File: config.mk
export PLATFORM = sky130hd
export DESIGN_NAME = lcd_id_probe_ctrl
export DESIGN_NICKNAME = d
export VERILOG_FILES = /design/src/rtl/lcd_id_probe_ctrl.sv
export SDC_FILE = /design/constraint.sdc
export NUM_CORES = 1
export LEC_CHECK = 0
export CORE_UTILIZATION = 49
export DETAILED_ROUTE_END_ITERATION = 7
export GPL_ROUTABILITY_DRIVEN = 0
export PLACE_DENSITY = 0.79
export SYNTH_ARGS = -nofsm -noshare
export SYNTH_HDL_FRONTEND = slang
export SYNTH_SLANG_ARGS = --single-unit
File: constraint.sdc
create_clock -name clk -period 2.45 [get_ports clk]
set_clock_uncertainty 0.1 [all_clocks]
set_input_delay 0.49 -clock clk [delete_from_list [all_inputs] [get_ports clk]]
set_output_delay 0.49 -clock clk [all_outputs]
set_load 0.02 [all_outputs]
File: src/rtl/lcd_id_probe_ctrl.sv
// rtl/lcd_id_probe_ctrl.sv - LCD panel-ID probe sequencer: release bus, settle, sample strap code, decode timing
module lcd_id_probe_ctrl #(
  parameter int SETTLE_CYC  = 1000,
  parameter int SAMPLE_GAP  = 50,
  parameter int MATCH_N     = 3,
  parameter int MAX_SAMPLES = 16
) (
  input  logic        clk,
  input  logic        rst,
  input  logic        probe_req,
  input  logic [23:0] lcd_rgb_in,
  output logic        lcd_rgb_oe,
  output logic        disp_en,
  output logic        busy,
  output logic        id_valid,
  output logic        id_err,
  output logic [15:0] id_lcd,
  output logic [10:0] h_disp,
  output logic [10:0] v_disp,
  output logic [1:0]  clk_sel
);

  // Widths hold the terminal value itself, so a parameter of 1 still gets a 1-bit counter.
  localparam int SW = $clog2(SETTLE_CYC + 1);
  localparam int GW = $clog2(SAMPLE_GAP + 1);
  localparam int MW = $clog2(MATCH_N + 1);
  localparam int NW = $clog2(MAX_SAMPLES + 1);

  localparam logic [SW-1:0] SETTLE_LAST = SW'(SETTLE_CYC - 1);
  localparam logic [GW-1:0] GAP_LAST    = GW'(SAMPLE_GAP - 1);
  localparam logic [MW-1:0] MATCH_DONE  = MW'(MATCH_N);
  localparam logic [NW-1:0] SAMPLE_DONE = NW'(MAX_SAMPLES);

  typedef enum logic [1:0] {
    ST_SETTLE = 2'd0,
    ST_SAMPLE = 2'd1,
    ST_DECODE = 2'd2,
    ST_DONE   = 2'd3
  } state_t;

  state_t        state_q, state_d;
  logic [SW-1:0] settle_cnt_q, settle_cnt_d;
  logic [GW-1:0] gap_cnt_q, gap_cnt_d;
  logic [MW-1:0] match_cnt_q, match_cnt_d;
  logic [NW-1:0] sample_cnt_q, sample_cnt_d;
  logic [2:0]    code_q, code_d;
  logic          timeout_q, timeout_d;

  logic          lcd_rgb_oe_q, lcd_rgb_oe_d;
  logic          disp_en_q, disp_en_d;
  logic          busy_q, busy_d;
  logic          id_valid_q, id_valid_d;
  logic          id_err_q, id_err_d;
  logic [15:0]   id_lcd_q, id_lcd_d;
  logic [10:0]   h_disp_q, h_disp_d;
  logic [10:0]   v_disp_q, v_disp_d;
  logic [1:0]    clk_sel_q, clk_sel_d;

  logic [2:0]    code_in;
  logic [MW-1:0] match_next;
  logic [NW-1:0] sample_next;

  // Only the three strap bits matter; the rest of the bus is intentionally ignored.
  logic unused_rgb_bits;
  assign unused_rgb_bits = ^{lcd_rgb_in[22:16], lcd_rgb_in[14:8], lcd_rgb_in[6:0]};

  assign code_in = {lcd_rgb_in[7], lcd_rgb_in[15], lcd_rgb_in[23]};

  // Next-state, counter and output computation for the probe sequence.
  always_comb begin
    state_d      = state_q;
    settle_cnt_d = settle_cnt_q;
    gap_cnt_d    = gap_cnt_q;
    match_cnt_d  = match_cnt_q;
    sample_cnt_d = sample_cnt_q;
    code_d       = code_q;
    timeout_d    = timeout_q;
    lcd_rgb_oe_d = lcd_rgb_oe_q;
    disp_en_d    = disp_en_q;
    busy_d       = busy_q;
    id_valid_d   = id_valid_q;
    id_err_d     = id_err_q;
    id_lcd_d     = id_lcd_q;
    h_disp_d     = h_disp_q;
    v_disp_d     = v_disp_q;
    clk_sel_d    = clk_sel_q;
    match_next   = match_cnt_q;
    sample_next  = sample_cnt_q + NW'(1);

    case (state_q)
      ST_SETTLE: begin
        if (settle_cnt_q == SETTLE_LAST) begin
          state_d      = ST_SAMPLE;
          settle_cnt_d = '0;
          gap_cnt_d    = '0;
          match_cnt_d  = '0;
          sample_cnt_d = '0;
          timeout_d    = 1'b0;
        end else begin
          settle_cnt_d = settle_cnt_q + SW'(1);
        end
      end

      ST_SAMPLE: begin
        if (gap_cnt_q == GAP_LAST) begin
          gap_cnt_d = '0;
          code_d    = code_in;
          // A zero match count means no previous capture exists in this probe.
          if (match_cnt_q != '0 && code_in == code_q) begin
            match_next = match_cnt_q + MW'(1);
          end else begin
            match_next = MW'(1);
          end
          match_cnt_d  = match_next;
          sample_cnt_d = sample_next;
          // A match on the final allowed sample still counts as a match.
          if (match_next == MATCH_DONE) begin
            state_d   = ST_DECODE;
            timeout_d = 1'b0;
          end else if (sample_next == SAMPLE_DONE) begin
            state_d   = ST_DECODE;
            timeout_d = 1'b1;
          end
        end else begin
          gap_cnt_d = gap_cnt_q + GW'(1);
        end
      end

      ST_DECODE: begin
        state_d      = ST_DONE;
        lcd_rgb_oe_d = 1'b1;
        disp_en_d    = 1'b1;
        id_valid_d   = 1'b1;
        busy_d       = 1'b0;
        id_err_d     = 1'b0;
        case (code_q)
          3'b000:  begin id_lcd_d = 16'h4342; h_disp_d = 11'd480;  v_disp_d = 11'd272; clk_sel_d = 2'd0; end
          3'b001:  begin id_lcd_d = 16'h7084; h_disp_d = 11'd800;  v_disp_d = 11'd480; clk_sel_d = 2'd1; end
          3'b010:  begin id_lcd_d = 16'h7016; h_disp_d = 11'd1024; v_disp_d = 11'd600; clk_sel_d = 2'd2; end
          3'b100:  begin id_lcd_d = 16'h4384; h_disp_d = 11'd800;  v_disp_d = 11'd480; clk_sel_d = 2'd1; end
          3'b101:  begin id_lcd_d = 16'h1018; h_disp_d = 11'd1280; v_disp_d = 11'd800; clk_sel_d = 2'd3; end
          default: begin id_lcd_d = 16'h4342; h_disp_d = 11'd480;  v_disp_d = 11'd272; clk_sel_d = 2'd0; id_err_d = 1'b1; end
        endcase
        // Timeout overrides whatever code happened to be captured last.
        if (timeout_q) begin
          id_lcd_d  = 16'h4342;
          h_disp_d  = 11'd480;
          v_disp_d  = 11'd272;
          clk_sel_d = 2'd0;
          id_err_d  = 1'b1;
        end
      end

      ST_DONE: begin
        // Decoded outputs are left untouched so they hold until the next decode.
        if (probe_req) begin
          state_d      = ST_SETTLE;
          settle_cnt_d = '0;
          gap_cnt_d    = '0;
          match_cnt_d  = '0;
          sample_cnt_d = '0;
          timeout_d    = 1'b0;
          lcd_rgb_oe_d = 1'b0;
          disp_en_d    = 1'b0;
          id_valid_d   = 1'b0;
          busy_d       = 1'b1;
        end
      end

      default: begin
        state_d = ST_SETTLE;
      end
    endcase
  end

  // State, counters and registered outputs; reset restarts the probe from settle.
  always_ff @(posedge clk or posedge rst) begin
    if (rst) begin
      state_q      <= ST_SETTLE;
      settle_cnt_q <= '0;
      gap_cnt_q    <= '0;
      match_cnt_q  <= '0;
      sample_cnt_q <= '0;
      code_q       <= '0;
      timeout_q    <= 1'b0;
      lcd_rgb_oe_q <= 1'b0;
      disp_en_q    <= 1'b0;
      busy_q       <= 1'b1;
      id_valid_q   <= 1'b0;
      id_err_q     <= 1'b0;
      id_lcd_q     <= 16'h0000;
      h_disp_q     <= '0;
      v_disp_q     <= '0;
      clk_sel_q    <= '0;
    end else begin
      state_q      <= state_d;
      settle_cnt_q <= settle_cnt_d;
      gap_cnt_q    <= gap_cnt_d;
      match_cnt_q  <= match_cnt_d;
      sample_cnt_q <= sample_cnt_d;
      code_q       <= code_d;
      timeout_q    <= timeout_d;
      lcd_rgb_oe_q <= lcd_rgb_oe_d;
      disp_en_q    <= disp_en_d;
      busy_q       <= busy_d;
      id_valid_q   <= id_valid_d;
      id_err_q     <= id_err_d;
      id_lcd_q     <= id_lcd_d;
      h_disp_q     <= h_disp_d;
      v_disp_q     <= v_disp_d;
      clk_sel_q    <= clk_sel_d;
    end
  end

  assign lcd_rgb_oe = lcd_rgb_oe_q;
  assign disp_en    = disp_en_q;
  assign busy       = busy_q;
  assign id_valid   = id_valid_q;
  assign id_err     = id_err_q;
  assign id_lcd     = id_lcd_q;
  assign h_disp     = h_disp_q;
  assign v_disp     = v_disp_q;
  assign clk_sel    = clk_sel_q;

endmodule

==> metrics.md, run 1 <==
| Metric | Value |
|---|---|
| Status | finished clean |
| Total core area | 5240 um2 |
| Sequential-to-total area share from yosys stat | 45.6% |
| WS Path Type | reg2reg |
| Flop-to-flop setup slack | 0.28 ns |
| Most used DFF post-synth | dfrtp_1 |
| Setup crit start kind | flop |
| Num CTS Buffers | 5 |
| Slew Limit Fails | 0 |
| LEAKAGE | 1.46 nW |
| Worst-margin pin slew | 0.593 ns |
| CTS Sinks | 50 |
| Number of global-route vias before repair | 1,856 |
| Yosys warns | 0 |
| Via Count | 2,032 |
| FMAX | 460 MHz |
| Fin area | 3230 um2 |
| Crit path required time | 2.54 ns |
| Initial antenna violation count | 0 |
| Die Ht | 76.8 um |
| Mapped cell area | 2740 um2 |
| P per Cell Area | 474 nW/um2 |
| Global-route layer with the greatest usage | met2 |
| Most frequent cells in the layout | dfrtp_1, clkdlybuf4s50_1, o21ai_0 |
| # diodes | 0 |
| Avg Inst Size Synth | 9.56 um2 |
| Crit path max fanout | 5 |
| Clk network pwr share | 39.7% |
| Residual DRC | 0 |
| Critical path, cell by cell | ha_1 -> nand2_2 -> o41ai_4 -> and3_2 -> o21ai_1 -> mux2_4 |
| Met2 Use GR | 28.3% |
| Hold-fix buffers, CTS | 0 |
| Worst Reg-to-Reg Cells | 6 |
| HPWL after detailed placement | 3.64 mm |
| Design internal power | 1.20 mW |
| Post-Synthesis Cells | 287 |
| Reg-to-reg endpoint | state_q[1] |
| Initial Util | 52.4% |
| Async set-reset flop share out of synthesis | 100% |
| Switching share of power | 22.0% |
| TritonCTS clock tree | done |
| Max transition margin | 60.5% |
| Htree depth | 2 |
| #FFs+latches synth | 50 |
| Hold_sp | match_cnt_q[1] |
| Iteration-0 DRC Markers | 114 |
| Met3 Use GR | 3.33% |
| Layout cells sized above 1 | 11.1% |
| Worst skew pair latency | 0.31 ns |
| Logic gate share of total power | 6.0% |
| Commonest non-fill, non-tap cell in the layout | dfrtp_1 |
| Critical Path Max Stage Delay | 0.49 ns |
| Pin count of the biggest net entering global routing | 51 |
| Final WL | 5.10 mm |
| Min-delay worst type | reg2reg |
| CTS Buffer Depth | 2 |
| DRT Pass-1 Iters | 4 |
| GR Overflow Total | 0 |
| Crit path max-delay family | compound AO/OA/AOI/OAI gates |
| Final hold vios | 0 |
| Critical Path Start | settle_cnt_q[0] |
| All-layer global routing usage | 18.0% |
| CP endpoint kind | flop |
| Global-route wire length before repair | 8.54 mm |
| Clock transition at path regs | 0.09 ns |
| Root buf cell | clkbuf_8 |
| Crit share post-route | 88.7% |
| CP arrival | 2.27 ns |
| Count of unique library cells instantiated by Yosys | 53 |
| NumNets Final | 359 |
| CP max-delay cell | o41ai_4 |
| Die ar. | 5900 um2 |
| Psw | 0.337 mW |
| Worst path depth | 6 |
| IO Port Bufs | 36 |
| CP bufs+invs | 0 |
| Met1 Track Usage GR | 24.5% |
| Area added between synthesis and finish | 17.8% |
| VDD IR-drop max | 0.277 mV |
| Power Total | 1.53 mW |
| Die X | 76.8 um |
| Post-CTS Setup Bufs | 0 |
| RR Startpoint | settle_cnt_q[0] |
| Seq pwr share | 54.4% |
| Final setup fails | 0 |
| I/O pins | 72 |
| Placed Area | 3120 um2 |
| Post-DR vias/cell | 5.16 |
| Wire length per cell | 12.9 um |
| Max-Cap Viols | 0 |
| Post-synth EDFFs | 0 |
| Post-DRT Antenna Nets | 0 |
| Final min period | 2.17 ns |
| Post-cts sizing count | 0 |
| RSZ-0062 raised after global routing | false |
| Rows | 26 |
| Worst setup endpoint | state_q[1] |
==> how the worst min path moves through the flow <==
stage | to | slack [ns] | depth (start not counted)
floorplan | match_cnt_q[1] | 0.35 | 2
global placement | match_cnt_q[1] | 0.36 | 2
detailed placement | match_cnt_q[1] | 0.38 | 2
CTS | match_cnt_q[1] | 0.40 | 2
global route | match_cnt_q[1] | 0.42 | 2
finish | match_cnt_q[1] | 0.40 | 2
==> cells in the mapped netlist (all sizes together), types with 2 or more instances <==
cell     number  area [um2]
dfrtp        49        1230
o21ai        34         170
buf          27         201
nand2        27         111
nor2         24        90.1
inv          18        67.6
nand3        12        65.1
ha            9         113
a21oi         8        40.0
nand2b        7        51.3
o31ai         6        45.0
xor2          6        52.6
and3          5        35.0
nor2b         5        31.3
nor3          5        25.0
mux2          4        48.8
xnor2         4        35.0
a21o          3        22.5
clkbuf        3        11.3
o21a          3        22.5
o41ai         3        63.8
a2bb2oi       2        17.5
nand4         2        12.5
o211ai        2        20.0
o22ai         2        12.5
or2           2        12.5
==> registers in the layout (all words and copies together), names as in the netlist <==
name,cells
settle_cnt_q,10
id_err,1
code_q,3
gap_cnt_q,6
sample_cnt_q,5
id_lcd,10
state_q,2
h_disp,4
busy,1
timeout_q,1
clk_sel,1
id_valid,1
match_cnt_q,2
v_disp,3
==> cells by family after synthesis <==
group / Yosys count / share of synthesized area, %
buffers and inverters: 48 / 10.2
AOI/OAI and AO/OA: 68 / 16.6
xor gates and xnor gates: 10 / 3.19
muxes: 4 / 1.78
and+or+nand+nor: 97 / 18.3
other: 1 / 0.137
adders and majority gates: 9 / 4.10
DFF: 50 / 45.6
==> per-stage QoR <==
step                      setup TNS [ns]  cells  hold WS (ns)  worst slack [ns]  util [%]
after floorplan                        0    300         0.350             0.431         -
after global placement           -0.0171    386         0.363           -0.0171      59.5
after detailed placement         -0.0455    386         0.379           -0.0455      59.5
after CTS                              0    394         0.396             0.258      61.7
after global routing                   0    394         0.419             0.108      61.7
final                                  0    394         0.396             0.276      61.7
==> power groups by stage <==
stage | logic, mW | registers [mW] | clock network (mW)
2_1_floorplan | 0.0804 | 0.848 | 0
3_3_place_gp | 0.0898 | 0.849 | 0
3_5_place_dp | 0.0926 | 0.849 | 0
4_1_cts | 0.0925 | 0.833 | 0.618
5_1_grt | 0.102 | 0.834 | 0.652
6_report | 0.0914 | 0.833 | 0.608
==> routing by layer <==
metal	wire [um]	up-vias	share of wire, %
met5	0	-	0
met2	2330	45	46
met3	176	9	3.5
met1	2510	964	49
li1	-	1014	-
met4	77	0	1.5
==> worst reg2reg max path, delay by kind of cell, from the launching register on <==
kind | cells | cell delay, ns
DFF | 1 | 0.42
adders and majority gates | 1 | 0.25
and+or+nand+nor | 2 | 0.39
AOI/OAI and AO/OA | 2 | 0.59
muxes | 1 | 0.31
==> cell type report <==
type	count	area [um2]
multi-input cells	202	1260
fillers	442	2010
clock buffers	7	86.3
repair buffers	46	448
clock inverters	1	30.0
flip-flops and latches	50	1250
well taps	70	87.6
inverters	18	67.6
Note: power is estimated with default switching activity, not from simulation.
==> run 2: changes to the inputs <==
--- a/config.mk
+++ b/config.mk
@@ -9,6 +9,7 @@
 export DETAILED_ROUTE_END_ITERATION = 7
 export GPL_ROUTABILITY_DRIVEN = 0
 export PLACE_DENSITY = 0.79
+export RECOVER_POWER = 100
 export SYNTH_ARGS = -nofsm -noshare
 export SYNTH_HDL_FRONTEND = slang
 export SYNTH_SLANG_ARGS = --single-unit
==> run 2 against run 1 <==
  * Critical path type is now in2reg
  * Non-clock buffer count stayed put
  * Largest cell class is now registers
  * Combinational power down 4.3%
  * Largest power group unchanged
  * Sequential share of layout area up 0.36 points
  * Routed wire length decreased by 0.41%
  * Critical endpoint unchanged
==> metrics.md, run 2 (synthesized netlist as in run 1, its figures left out) <==
| Metric | Value |
|---|---|
| Status | finished clean |
| Most frequent cells in the layout | dfrtp_1, o21ai_0, dlygate4sd3_1 |
| VDD IR-drop max | 0.277 mV |
| Final hold vios | 0 |
| CTS Buffer Depth | 2 |
| Seq pwr share | 54.5% |
| Area added between synthesis and finish | 16.7% |
| Design internal power | 1.19 mW |
| Die X | 76.8 um |
| RR Startpoint | settle_cnt_q[0] |
| GR Overflow Total | 0 |
| Global-route layer with the greatest usage | met2 |
| Residual DRC | 0 |
| All-layer global routing usage | 18.0% |
| Logic gate share of total power | 5.7% |
| Clk network pwr share | 39.8% |
| Max-Cap Viols | 0 |
| Final WL | 5.08 mm |
| Met1 Track Usage GR | 24.5% |
| Num CTS Buffers | 5 |
| Power Total | 1.53 mW |
| LEAKAGE | 1.54 nW |
| NumNets Final | 359 |
| DRT Pass-1 Iters | 4 |
| Initial antenna violation count | 0 |
| Commonest non-fill, non-tap cell in the layout | dfrtp_1 |
| Slew Limit Fails | 0 |
| Flop-to-flop setup slack | 0.26 ns |
| Post-cts sizing count | 0 |
| HPWL after detailed placement | 3.64 mm |
| Setup crit start kind | input port |
| Pin count of the biggest net entering global routing | 51 |
| Hold_sp | match_cnt_q[1] |
| I/O pins | 72 |
| Die ar. | 5900 um2 |
| CTS Sinks | 50 |
| IO Port Bufs | 36 |
| Worst Reg-to-Reg Cells | 6 |
| Htree depth | 2 |
| CP endpoint kind | flop |
| Psw | 0.336 mW |
| RSZ-0062 raised after global routing | false |
| P per Cell Area | 477 nW/um2 |
| Final setup fails | 0 |
| Crit share post-route | 89.6% |
| Root buf cell | clkbuf_8 |
| Max transition margin | 18.7% |
| Total core area | 5240 um2 |
| Rows | 26 |
| Clock transition at path regs | 0.09 ns |
| Global-route wire length before repair | 8.54 mm |
| Reg-to-reg endpoint | gap_cnt_q[5] |
| TritonCTS clock tree | done |
| Die Ht | 76.8 um |
| Min-delay worst type | reg2reg |
| Placed Cells | 386 |
| Worst-margin pin slew | 1.22 ns |
| Hold-fix buffers, CTS | 0 |
| # diodes | 0 |
| Via Count | 2,031 |
| CP arrival | 2.29 ns |
| Met2 Use GR | 28.3% |
| Setup WS pre-CTS | -0.0455 ns |
| Hold EP | match_cnt_q[1] |
| WS Path Type | in2reg |
| Worst skew pair latency | 0.31 ns |
| Wire length per cell | 12.9 um |
| Layout cells sized above 1 | 9.88% |
| Switching share of power | 22.0% |
| Final hold slack | 0.396 ns |
| Post-CTS Setup Bufs | 0 |
| Final min period | 2.19 ns |
| Met3 Use GR | 3.33% |
| FMAX | 456 MHz |
| Min-Delay Path Depth | 2 |
| Number of global-route vias before repair | 1,856 |
| Finished Layout Cells | 394 |
| Iteration-0 DRC Markers | 112 |
| Final worst slack | 0.256 ns |
| Initial Util | 52.4% |
| Post-DRT Antenna Nets | 0 |
| Crit path max fanout | 2 |
| Post-DR vias/cell | 5.15 |
| Crit path required time | 2.54 ns |
[run 2: worst max path at each step]
| stage | end | slack [ns] | cells after the start | startpoint |
|---|---|---|---|---|
| finish | state_q[1] | 0.26 | 6 | lcd_rgb_in[15] |
| global route | gap_cnt_q[5] | 0.06 | 6 | settle_cnt_q[0] |
| CTS | gap_cnt_q[5] | 0.26 | 6 | settle_cnt_q[0] |
| detailed placement | state_q[1] | -0.05 | 6 | lcd_rgb_in[15] |
| global placement | state_q[1] | -0.02 | 6 | lcd_rgb_in[15] |
| floorplan | state_q[1] | 0.43 | 7 | match_cnt_q[0] |
[run 2: worst max-delay path, cell delays in order]
cell             delay [ns]
clkdlybuf4s50_1        0.49
xnor2_1                0.15
or4bb_1                0.52
o21ai_0                0.24
o21ai_1                0.12
mux2_2                 0.28
[run 2: final cells by class]
cell class / count / area [um2]
sequential: 50 / 1250
multi-input combinational: 202 / 1240
timing repair buffer: 46 / 433
inverter: 18 / 67.6
fill: 447 / 2040
tap: 70 / 87.6
clock buffer: 7 / 86.3
clock inverter: 1 / 30.0
[run 2: power groups by stage]
stage	logic [mW]	registers (mW)	clock network, mW
2_1_floorplan	0.0804	0.848	0
3_3_place_gp	0.0898	0.849	0
3_5_place_dp	0.0926	0.849	0
4_1_cts	0.0925	0.833	0.618
5_1_grt	0.0978	0.834	0.652
6_report	0.0875	0.833	0.607
[run 2: per-layer routing]
metal	up-vias	share of wire [%]
met2	44	46
met4	0	1.5
met1	961	49
li1	1017	-
met3	9	3.4
met5	-	0
[run 2: per-stage QoR]
step	setup TNS (ns)	utilization, %	area (um2)
finish	0	61.1	3200
global route	0	61.1	3200
CTS	0	61.7	3230
detailed placement	-0.0455	59.5	3120
global placement	-0.0171	59.5	3120
floorplan	0	-	2790
==> run 3: changes to the inputs <==
--- a/config.mk
+++ b/config.mk
@@ -5,6 +5,7 @@
 export SDC_FILE = /design/constraint.sdc
 export NUM_CORES = 1
 export LEC_CHECK = 0
+export ABC_CLOCK_PERIOD_IN_PS = 2450
 export CORE_UTILIZATION = 49
 export DETAILED_ROUTE_END_ITERATION = 7
 export GPL_ROUTABILITY_DRIVEN = 0
==> results of run 3 <==
No change in the layout: final DEF, timing and power equal those of run 2.
